<file path="config.mk">
export PLATFORM = sky130hd
export DESIGN_NAME = div5_frame_tx
export DESIGN_NICKNAME = d
export VERILOG_FILES = /design/src/rtl/div5_frame_tx.sv
export SDC_FILE = /design/constraint.sdc
export NUM_CORES = 1
export LEC_CHECK = 0
export ABC_AREA = 0
export CAP_MARGIN = 15
export CORE_MARGIN = 2
export CORE_UTILIZATION = 61
export CTS_BUF_LIST = sky130_fd_sc_hd__clkbuf_8
export DETAILED_ROUTE_END_ITERATION = 8
export PLACE_DENSITY = 0.9
export SLEW_MARGIN = 20
export SYNTH_ARGS = -nofsm -noshare
export SYNTH_HDL_FRONTEND = slang
export SYNTH_SLANG_ARGS = --single-unit
</file>
<file path="constraint.sdc">
create_clock -name clk -period 4.26 [get_ports clk]
set_input_delay 0.852 -clock clk [delete_from_list [all_inputs] [get_ports clk]]
set_output_delay 0.852 -clock clk [all_outputs]
set_load 0.1 [all_outputs]
</file>
<file path="src/rtl/div5_frame_tx.sv">
// Serial frame transmitter: shifts a WIDTH-bit word out MSB-first, then a
// 3-bit pad that makes every frame, read as an unsigned number, divisible by 5.
module div5_frame_tx #(
   parameter int WIDTH = 8
) (
   input  logic             clk,
   input  logic             rst_n,
   input  logic [WIDTH-1:0] data_i,
   input  logic             valid_i,
   output logic             ready_o,
   output logic             serial_o,
   output logic             serial_valid_o,
   output logic             last_o
);

   localparam int CW = (WIDTH > 1) ? $clog2(WIDTH) : 1;
   localparam logic [CW-1:0] CNT_LOAD = CW'(WIDTH - 1);

   // Handshake: a word moves on a rising edge where valid_i && ready_o;
   // valid_i may drop at any time and data_i is ignored without a transfer.
   typedef enum logic [1:0] {
      IDLE = 2'd0,
      DATA = 2'd1,
      PAD  = 2'd2
   } state_t;

   state_t           state_q;
   logic [WIDTH-1:0] shift_q;
   logic [2:0]       pad_q;
   logic [2:0]       rem_q;
   logic [CW-1:0]    cnt_q;
   logic [1:0]       pad_cnt_q;

   logic [3:0] rem_dbl;
   logic [2:0] rem_next;
   logic [3:0] pad_dbl;
   logic [2:0] pad_next;
   logic       transfer;

   // Running remainder of the frame so far, and the pad that cancels it.
   always_comb begin
      rem_dbl  = {rem_q, 1'b0} + {3'b000, shift_q[WIDTH-1]};
      rem_next = (rem_dbl >= 4'd5) ? 3'(rem_dbl - 4'd5) : rem_dbl[2:0];
      pad_dbl  = {rem_next, 1'b0};
      pad_next = (pad_dbl >= 4'd5) ? 3'(pad_dbl - 4'd5) : pad_dbl[2:0];
   end

   always_comb begin
      serial_o       = 1'b0;
      serial_valid_o = 1'b0;
      last_o         = 1'b0;
      case (state_q)
         DATA: begin
            serial_o       = shift_q[WIDTH-1];
            serial_valid_o = 1'b1;
         end
         PAD: begin
            serial_o       = pad_q[2];
            serial_valid_o = 1'b1;
            last_o         = (pad_cnt_q == 2'd2);
         end
         default: ;
      endcase
   end

   assign ready_o  = (state_q == IDLE) || last_o;
   assign transfer = valid_i && ready_o;

   always_ff @(posedge clk or negedge rst_n) begin
      if (!rst_n) begin
         state_q   <= IDLE;
         shift_q   <= '0;
         pad_q     <= '0;
         rem_q     <= '0;
         cnt_q     <= '0;
         pad_cnt_q <= '0;
      end else begin
         case (state_q)
            IDLE: begin
               if (transfer) begin
                  state_q <= DATA;
                  shift_q <= data_i;
                  rem_q   <= '0;
                  cnt_q   <= CNT_LOAD;
               end
            end
            DATA: begin
               rem_q   <= rem_next;
               shift_q <= shift_q << 1;
               cnt_q   <= cnt_q - CW'(1);
               if (cnt_q == '0) begin
                  state_q   <= PAD;
                  pad_q     <= pad_next;
                  pad_cnt_q <= '0;
               end
            end
            PAD: begin
               pad_q     <= pad_q << 1;
               pad_cnt_q <= pad_cnt_q + 2'd1;
               if (pad_cnt_q == 2'd2) begin
                  // Back-to-back: a transfer here starts the next frame with no gap.
                  if (transfer) begin
                     state_q <= DATA;
                     shift_q <= data_i;
                     rem_q   <= '0;
                     cnt_q   <= CNT_LOAD;
                  end else begin
                     state_q <= IDLE;
                  end
               end
            end
            default: state_q <= IDLE;
         endcase
      end
   end

endmodule

</file>
==> results.json, run 1 <==
{
  "place.gp.congestion": 0.746,
  "grt_pass1_vias": 958,
  "grt_use_met2": 0.351,
  "dr.pass1.iters": 4,
  "grt_max_degree": 29,
  "slowest_delay_ns": 1.12,
  "cts_tree": "yes",
  "synth_nets": 159,
  "synthAdderAreaFrac": 0.0897,
  "r2r_setup_slack_ns": 2.01,
  "ios": 15,
  "clk_path_buf_depth": 2,
  "crit_arrival_ns": 2.19,
  "whs_ns": 0.484,
  "ys_ff_latch": 21,
  "overflow": 0,
  "cts_buffers": 3,
  "r2r_cells": 6,
  "finalNonFillerCells": 178,
  "path_cells": "inv_1 -> ha_1 -> clkdlybuf4s50_1",
  "min_path_type": "reg -> reg",
  "muxShareOfSynthArea": 0.106,
  "period_minus_slack_ns": 3.05,
  "worstHoldStart": "rem_q[0]",
  "setup.worst_path.start_class": "flip-flop",
  "vias": 974,
  "cap_violations": 0,
  "yosysSeqAreaShare": 0.419,
  "initial_core_util": 0.646,
  "worst_pin_slew_ns": 0.957,
  "synthXorXnorAreaFrac": 0.0199,
  "drtAntennaViolNets": 0,
  "synthTopCellsByArea": "dfrtp_1 42%, ha_1 9.0%, mux2i_1 8.8%",
  "antenna_found_initial": 0,
  "path_buf_inv": 2,
  "r2r-start": "state_q[0]",
  "status": "completed",
  "wire_per_inst_um": 12.6,
  "io_buffer_count": 14,
  "grt.busiest_layer": "met2",
  "drive_above_1_share": 0.0728,
  "crit_fanout": 5,
  "cp.required_ns": 3.41,
  "grt.total_usage": 0.215,
  "synthToLayoutAreaGrowth_pct": 15.0,
  "max-slew-margin-rel": 0.360,
  "placed_area_um2": 1400,
  "min_delay_path_depth": 2,
  "netlist_area_um2": 1250,
  "yosysTopAreaCell": "dfrtp_1",
  "worst_setup_path_end_kind": "output port",
  "worstSetupPathType": "reg -> out",
  "slew_violations": 0,
  "skew_ns": 0.00104,
  "fp.dieW_um": 49.4,
  "grt_first_pass_wirelength_um": 4040,
  "met1_usage": 0.280,
  "die_h_um": 49.4,
  "clock_sinks": 21,
  "antenna_cells": 0,
  "path_clk_slew_ns": 0.07,
  "place_inst": 174,
  "tns_ns": 0,
  "dp_hpwl_um": 1570,
  "rsz0062_at_grt": "no",
  "yosys.cell_types.count": 32,
  "cts-root-buf": "clkbuf_8",
  "drc": 0,
  "cts_resized": 0,
  "final_area_um2": 1440,
  "h-tree-depth": 1,
  "postSynthCellCount": 139,
  "synth_compound_area_frac": 0.155,
  "power_density_nw_per_um2": 669,
  "post-cts-setup-buffers": 0,
  "avgSynthCellArea_um2": 9.03,
  "clk_latency_ns": 0.26,
  "yosys_warnings": 0,
  "drt_iter0_drc": 14,
  "grt_use_met3": 0.0276,
  "peakVddDrop_mv": 0.442,
  "whs_endpoint": "rem_q[0]",
  "cts_hold_buf": 0,
  "hold_viol": 0,
  "nets": 172,
  "slowest_stage": "clkdlybuf4s50_1",
  "power_leakage_nw": 0.682,
  "crit_family": "buffers and inverters",
  "wirelength_um": 2240,
  "synth_top_family_by_area": "simple AND/OR/NAND/NOR gates",
  "dieArea_um2": 2440,
  "synthSimpleGateAreaFrac": 0.160,
  "fp-row-count": 16,
  "drt-vias-per-instance": 5.47,
  "clock.fmax_mhz": 328,
  "yosys.area.top_type_share": 0.419,
  "nFillCells": 153,
  "fp.coreArea_um2": 1940,
  "setup_viol": 0,
  "r2r-end": "shift_q[2]",
  "finalCritPeriodShare": 0.715,
  "final_core_util": 0.743
}
-- Yosys cell counts, drive strengths merged --
master and number:
nand2 24, dfrtp 21, o21ai 15, a21oi 12, inv 11, mux2i 11, ha 9, nor2 7
clkbuf 4, buf 2, mux2 2, nand2b 2, nor2b 2, xnor2 2, a22oi 1, a32oi 1
and2 1, and3 1, nand3 1, nand3b 1, nor3 1, nor3b 1, nor4b 1, o221ai 1
o22ai 1, o31a 1, o31ai 1, or2 1, or3 1
-- worst max path at each step --
stage / from / to / slack [ns] / cells past startpoint
after global routing: state_q[1] / serial_o / 1.14 / 5
final: state_q[0] / serial_valid_o / 1.21 / 3
after global placement: state_q[0] / serial_valid_o / 1.54 / 3
after detailed placement: state_q[0] / serial_valid_o / 1.51 / 3
after CTS: state_q[0] / serial_valid_o / 1.21 / 3
after floorplan: state_q[0] / serial_o / 0.65 / 3
-- where the power goes --
part / internal (mW) / switching, mW / leakage (nW)
Combinational: 0.182 / 0.338 / 0.395
Sequential: 0.268 / 0.0484 / 0.260
Clock: 0.0643 / 0.0639 / 0.0269
-- flip-flops by register name, indices dropped and copies added (netlist names) --
register,count
state_q,2
rem_q,3
pad_q,3
shift_q,8
cnt_q,3
pad_cnt_q,2
-- cell usage in the layout, fill, tap and decap left out, types with 2 or more instances in the layout --
cell and instances:
nand2_1 24, mux2i_1 11, clkdlybuf4s50_1 11, buf_4 3
o21ai_0 15, ha_1 9, a21oi_1 11, nand2b_1 2
nor2b_1 2, inv_1 12, nor2_1 7, mux2_2 2
clkbuf_8 3, dfrtp_1 21
-- cell type report --
class / count / area (um^2) / share of cell area
multi-input cells: 101 / 664 / 0.461
repair buffers: 14 / 133 / 0.0919
flip-flops and latches: 21 / 526 / 0.364
clock inverters: 1 / 3.75 / 0.00260
well taps: 27 / 33.8 / 0.0234
clock buffers: 3 / 41.3 / 0.0286
inverters: 11 / 41.3 / 0.0286
-- stage by stage --
| stage | setup slack (ns) | total power [mW] |
|---|---|---|
| after global placement | 1.54 | 0.814 |
| after floorplan | 0.646 | 0.737 |
| after CTS | 1.21 | 0.973 |
| after global routing | 1.14 | 1.05 |
| after detailed placement | 1.51 | 0.839 |
| final | 1.21 | 0.965 |
-- kinds of logic after synthesis --
group	after synthesis
AND/OR/NAND/NOR	44
AO/OA/AOI/OAI	33
flip-flops	21
buffers and inverters	17
multiplexers	13
adder cells (fa/ha/maj)	9
XOR/XNOR	2
-- metal layers --
metal | wire (um) | share of wire
met1 | 982 | 0.44
met2 | 1140 | 0.51
met3 | 72 | 0.032
met4 | 43 | 0.019
met5 | 0 | 0
-- worst reg2reg max path: cells and delay by family, from the launching register on --
| kind | cells | cell delay [ns] |
|---|---|---|
| and+or+nand+nor | 2 | 0.82 |
| buffers and inverters | 1 | 0.11 |
| AOI/OAI and AO/OA | 2 | 0.28 |
| DFF | 1 | 0.43 |
| adders and majority gates | 1 | 0.45 |
Power figures use the tool's default switching activity.
==> run 2, diff against run 1 <==
--- a/config.mk
+++ b/config.mk
@@ -8,10 +8,10 @@
 export ABC_AREA = 0
 export CAP_MARGIN = 15
 export CORE_MARGIN = 2
-export CORE_UTILIZATION = 61
+export CORE_UTILIZATION = 51
 export CTS_BUF_LIST = sky130_fd_sc_hd__clkbuf_8
 export DETAILED_ROUTE_END_ITERATION = 8
-export PLACE_DENSITY = 0.9
+export PLACE_DENSITY = 0.81
 export SLEW_MARGIN = 20
 export SYNTH_ARGS = -nofsm -noshare
 export SYNTH_HDL_FRONTEND = slang
==> constraint.sdc (replaced) <==
create_clock -name clk -period 2.64 [get_ports clk]
set_input_delay 0.528 -clock clk [delete_from_list [all_inputs] [get_ports clk]]
set_output_delay 0.528 -clock clk [all_outputs]
set_load 0.1 [all_outputs]
==> run 2 against run 1 <==
Combinational power rose by 74%. Power rose by 69%. Sequential share of layout area fell by 1.4 points. Setup slack got worse by 1.0 ns. Sequential power rose by 61%. Clock-buffer cell count did not move. Clock power rose by 73%. Highest routed layer unchanged. Clock skew rose by 0.0013 ns. Critical path type unchanged. Via count rose by 4.5%. Largest cell class unchanged. Wire length rose by 5.8%.
==> results.json, run 2 (synthesized netlist as in run 1, its figures left out) <==
{
  "power_leakage_nw": 0.699,
  "r2r_setup_slack_ns": 0.39,
  "grt_pass1_vias": 965,
  "hold_viol": 0,
  "overflow": 0,
  "place_inst": 177,
  "drive_above_1_share": 0.111,
  "crit_arrival_ns": 1.91,
  "clock_sinks": 21,
  "r2r-end": "shift_q[5]",
  "cts_buffers": 3,
  "cp.required_ns": 2.11,
  "wire_per_inst_um": 13.1,
  "finalNonFillerCells": 181,
  "largest_reg_flops": 8,
  "min_delay_path_depth": 2,
  "grt_first_pass_wirelength_um": 4070,
  "crit_fanout": 13,
  "final_cell_mix": "24 x nand2_1, 21 x dfrtp_1, 15 x o21ai_0",
  "dieArea_um2": 2870,
  "fp-row-count": 17,
  "drtAntennaViolNets": 0,
  "cap_violations": 0,
  "dr.pass1.iters": 4,
  "cts_resized": 0,
  "antenna_found_initial": 0,
  "worstSetupPathType": "reg -> out",
  "dp_hpwl_um": 1770,
  "cts-root-buf": "clkbuf_8",
  "r2r-start": "state_q[0]",
  "finalCritPeriodShare": 0.923,
  "synthToLayoutAreaGrowth_pct": 19.6,
  "antenna_cells": 0,
  "period_minus_slack_ns": 2.44,
  "max-slew-margin-rel": 0.470,
  "slew_violations": 0,
  "h-tree-depth": 1,
  "worstHoldStart": "shift_q[2]",
  "clock.fmax_mhz": 410,
  "path_cells": "inv_1 -> ha_1 -> and2_2 -> or2_2 -> buf_12",
  "clk_latency_ns": 0.27,
  "final_area_um2": 1500,
  "post-cts-setup-buffers": 0,
  "wirelength_um": 2370,
  "cts_hold_buf": 0,
  "skew_ns": 0.00232,
  "worst_setup_path_end_kind": "output port",
  "ios": 15,
  "path_clk_slew_ns": 0.08,
  "grt.total_usage": 0.196,
  "final_common_cell": "nand2_1",
  "peakVddDrop_mv": 0.762,
  "worst_pin_slew_ns": 0.792,
  "cts_tree": "yes",
  "setup_viol": 0,
  "drt_iter0_drc": 25,
  "drc": 0,
  "initial_core_util": 0.551,
  "die_h_um": 53.6,
  "drt-vias-per-instance": 5.62,
  "place.gp.congestion": 0.766,
  "nets": 174,
  "min_path_type": "reg -> reg",
  "placed_area_um2": 1450,
  "fp.dieW_um": 53.6,
  "slowest_stage": "dfrtp_1",
  "status": "completed",
  "io_buffer_count": 14,
  "vias": 1018,
  "whs_endpoint": "shift_q[2]",
  "clk_path_buf_depth": 2,
  "setup.worst_path.start_class": "flip-flop",
  "grt_max_degree": 29,
  "r2r_cells": 6,
  "largest_register": "shift_q",
  "rsz0062_at_grt": "no",
  "fp.coreArea_um2": 2280,
  "power_density_nw_per_um2": 1090,
  "slowest_delay_ns": 0.41
}
[run 2: worst max-delay path by stage]
stage	startpoint	endpoint	slack [ns]	depth (start not counted)
3_5_place_dp	state_q[0]	shift_q[5]	0.43	6
5_1_grt	state_q[0]	ready_o	0.08	5
6_report	state_q[0]	ready_o	0.20	5
3_3_place_gp	state_q[0]	shift_q[5]	0.54	6
4_1_cts	state_q[0]	ready_o	0.19	5
2_1_floorplan	state_q[0]	serial_o	-0.18	3
[run 2: critical path: cells and delay by family, from the launching register on]
family / cells / cell delay, ns
fa+ha+maj: 1 / 0.36
simple gates: 2 / 0.60
buf+inv: 2 / 0.27
flops: 1 / 0.41
[run 2: metrics by stage]
step	setup WS, ns	setup TNS (ns)	hold slack [ns]	utilization	power (mW)
floorplan	-0.181	-0.181	0.232	-	1.19
global placement	0.539	0	0.469	0.638	1.37
detailed placement	0.433	0	0.475	0.638	1.41
CTS	0.190	0	0.493	0.660	1.63
global route	0.0821	0	0.532	0.660	1.76
finish	0.202	0	0.490	0.660	1.63
[run 2: final cells by class]
class | count | area [um^2]
clock buffer | 3 | 41.3
clock inverter | 1 | 7.51
fill | 174 | 774
inverter | 11 | 41.3
multi-input combinational | 101 | 668
sequential | 21 | 526
tap | 28 | 35.0
timing repair buffer | 16 | 183
[run 2: layer usage]
layer	vias up	wire, um	GRT usage
met3	2	131	0.0667
met5	-	0	0
met1	484	1040	0.226
li1	504	-	-
met2	28	1190	0.356
met4	0	9	0.0342
[run 2: power breakdown]
part / internal, mW / total, mW / switching [mW]
Sequential: 0.432 / 0.510 / 0.0782
Combinational: 0.335 / 0.903 / 0.568
Clock: 0.107 / 0.222 / 0.115
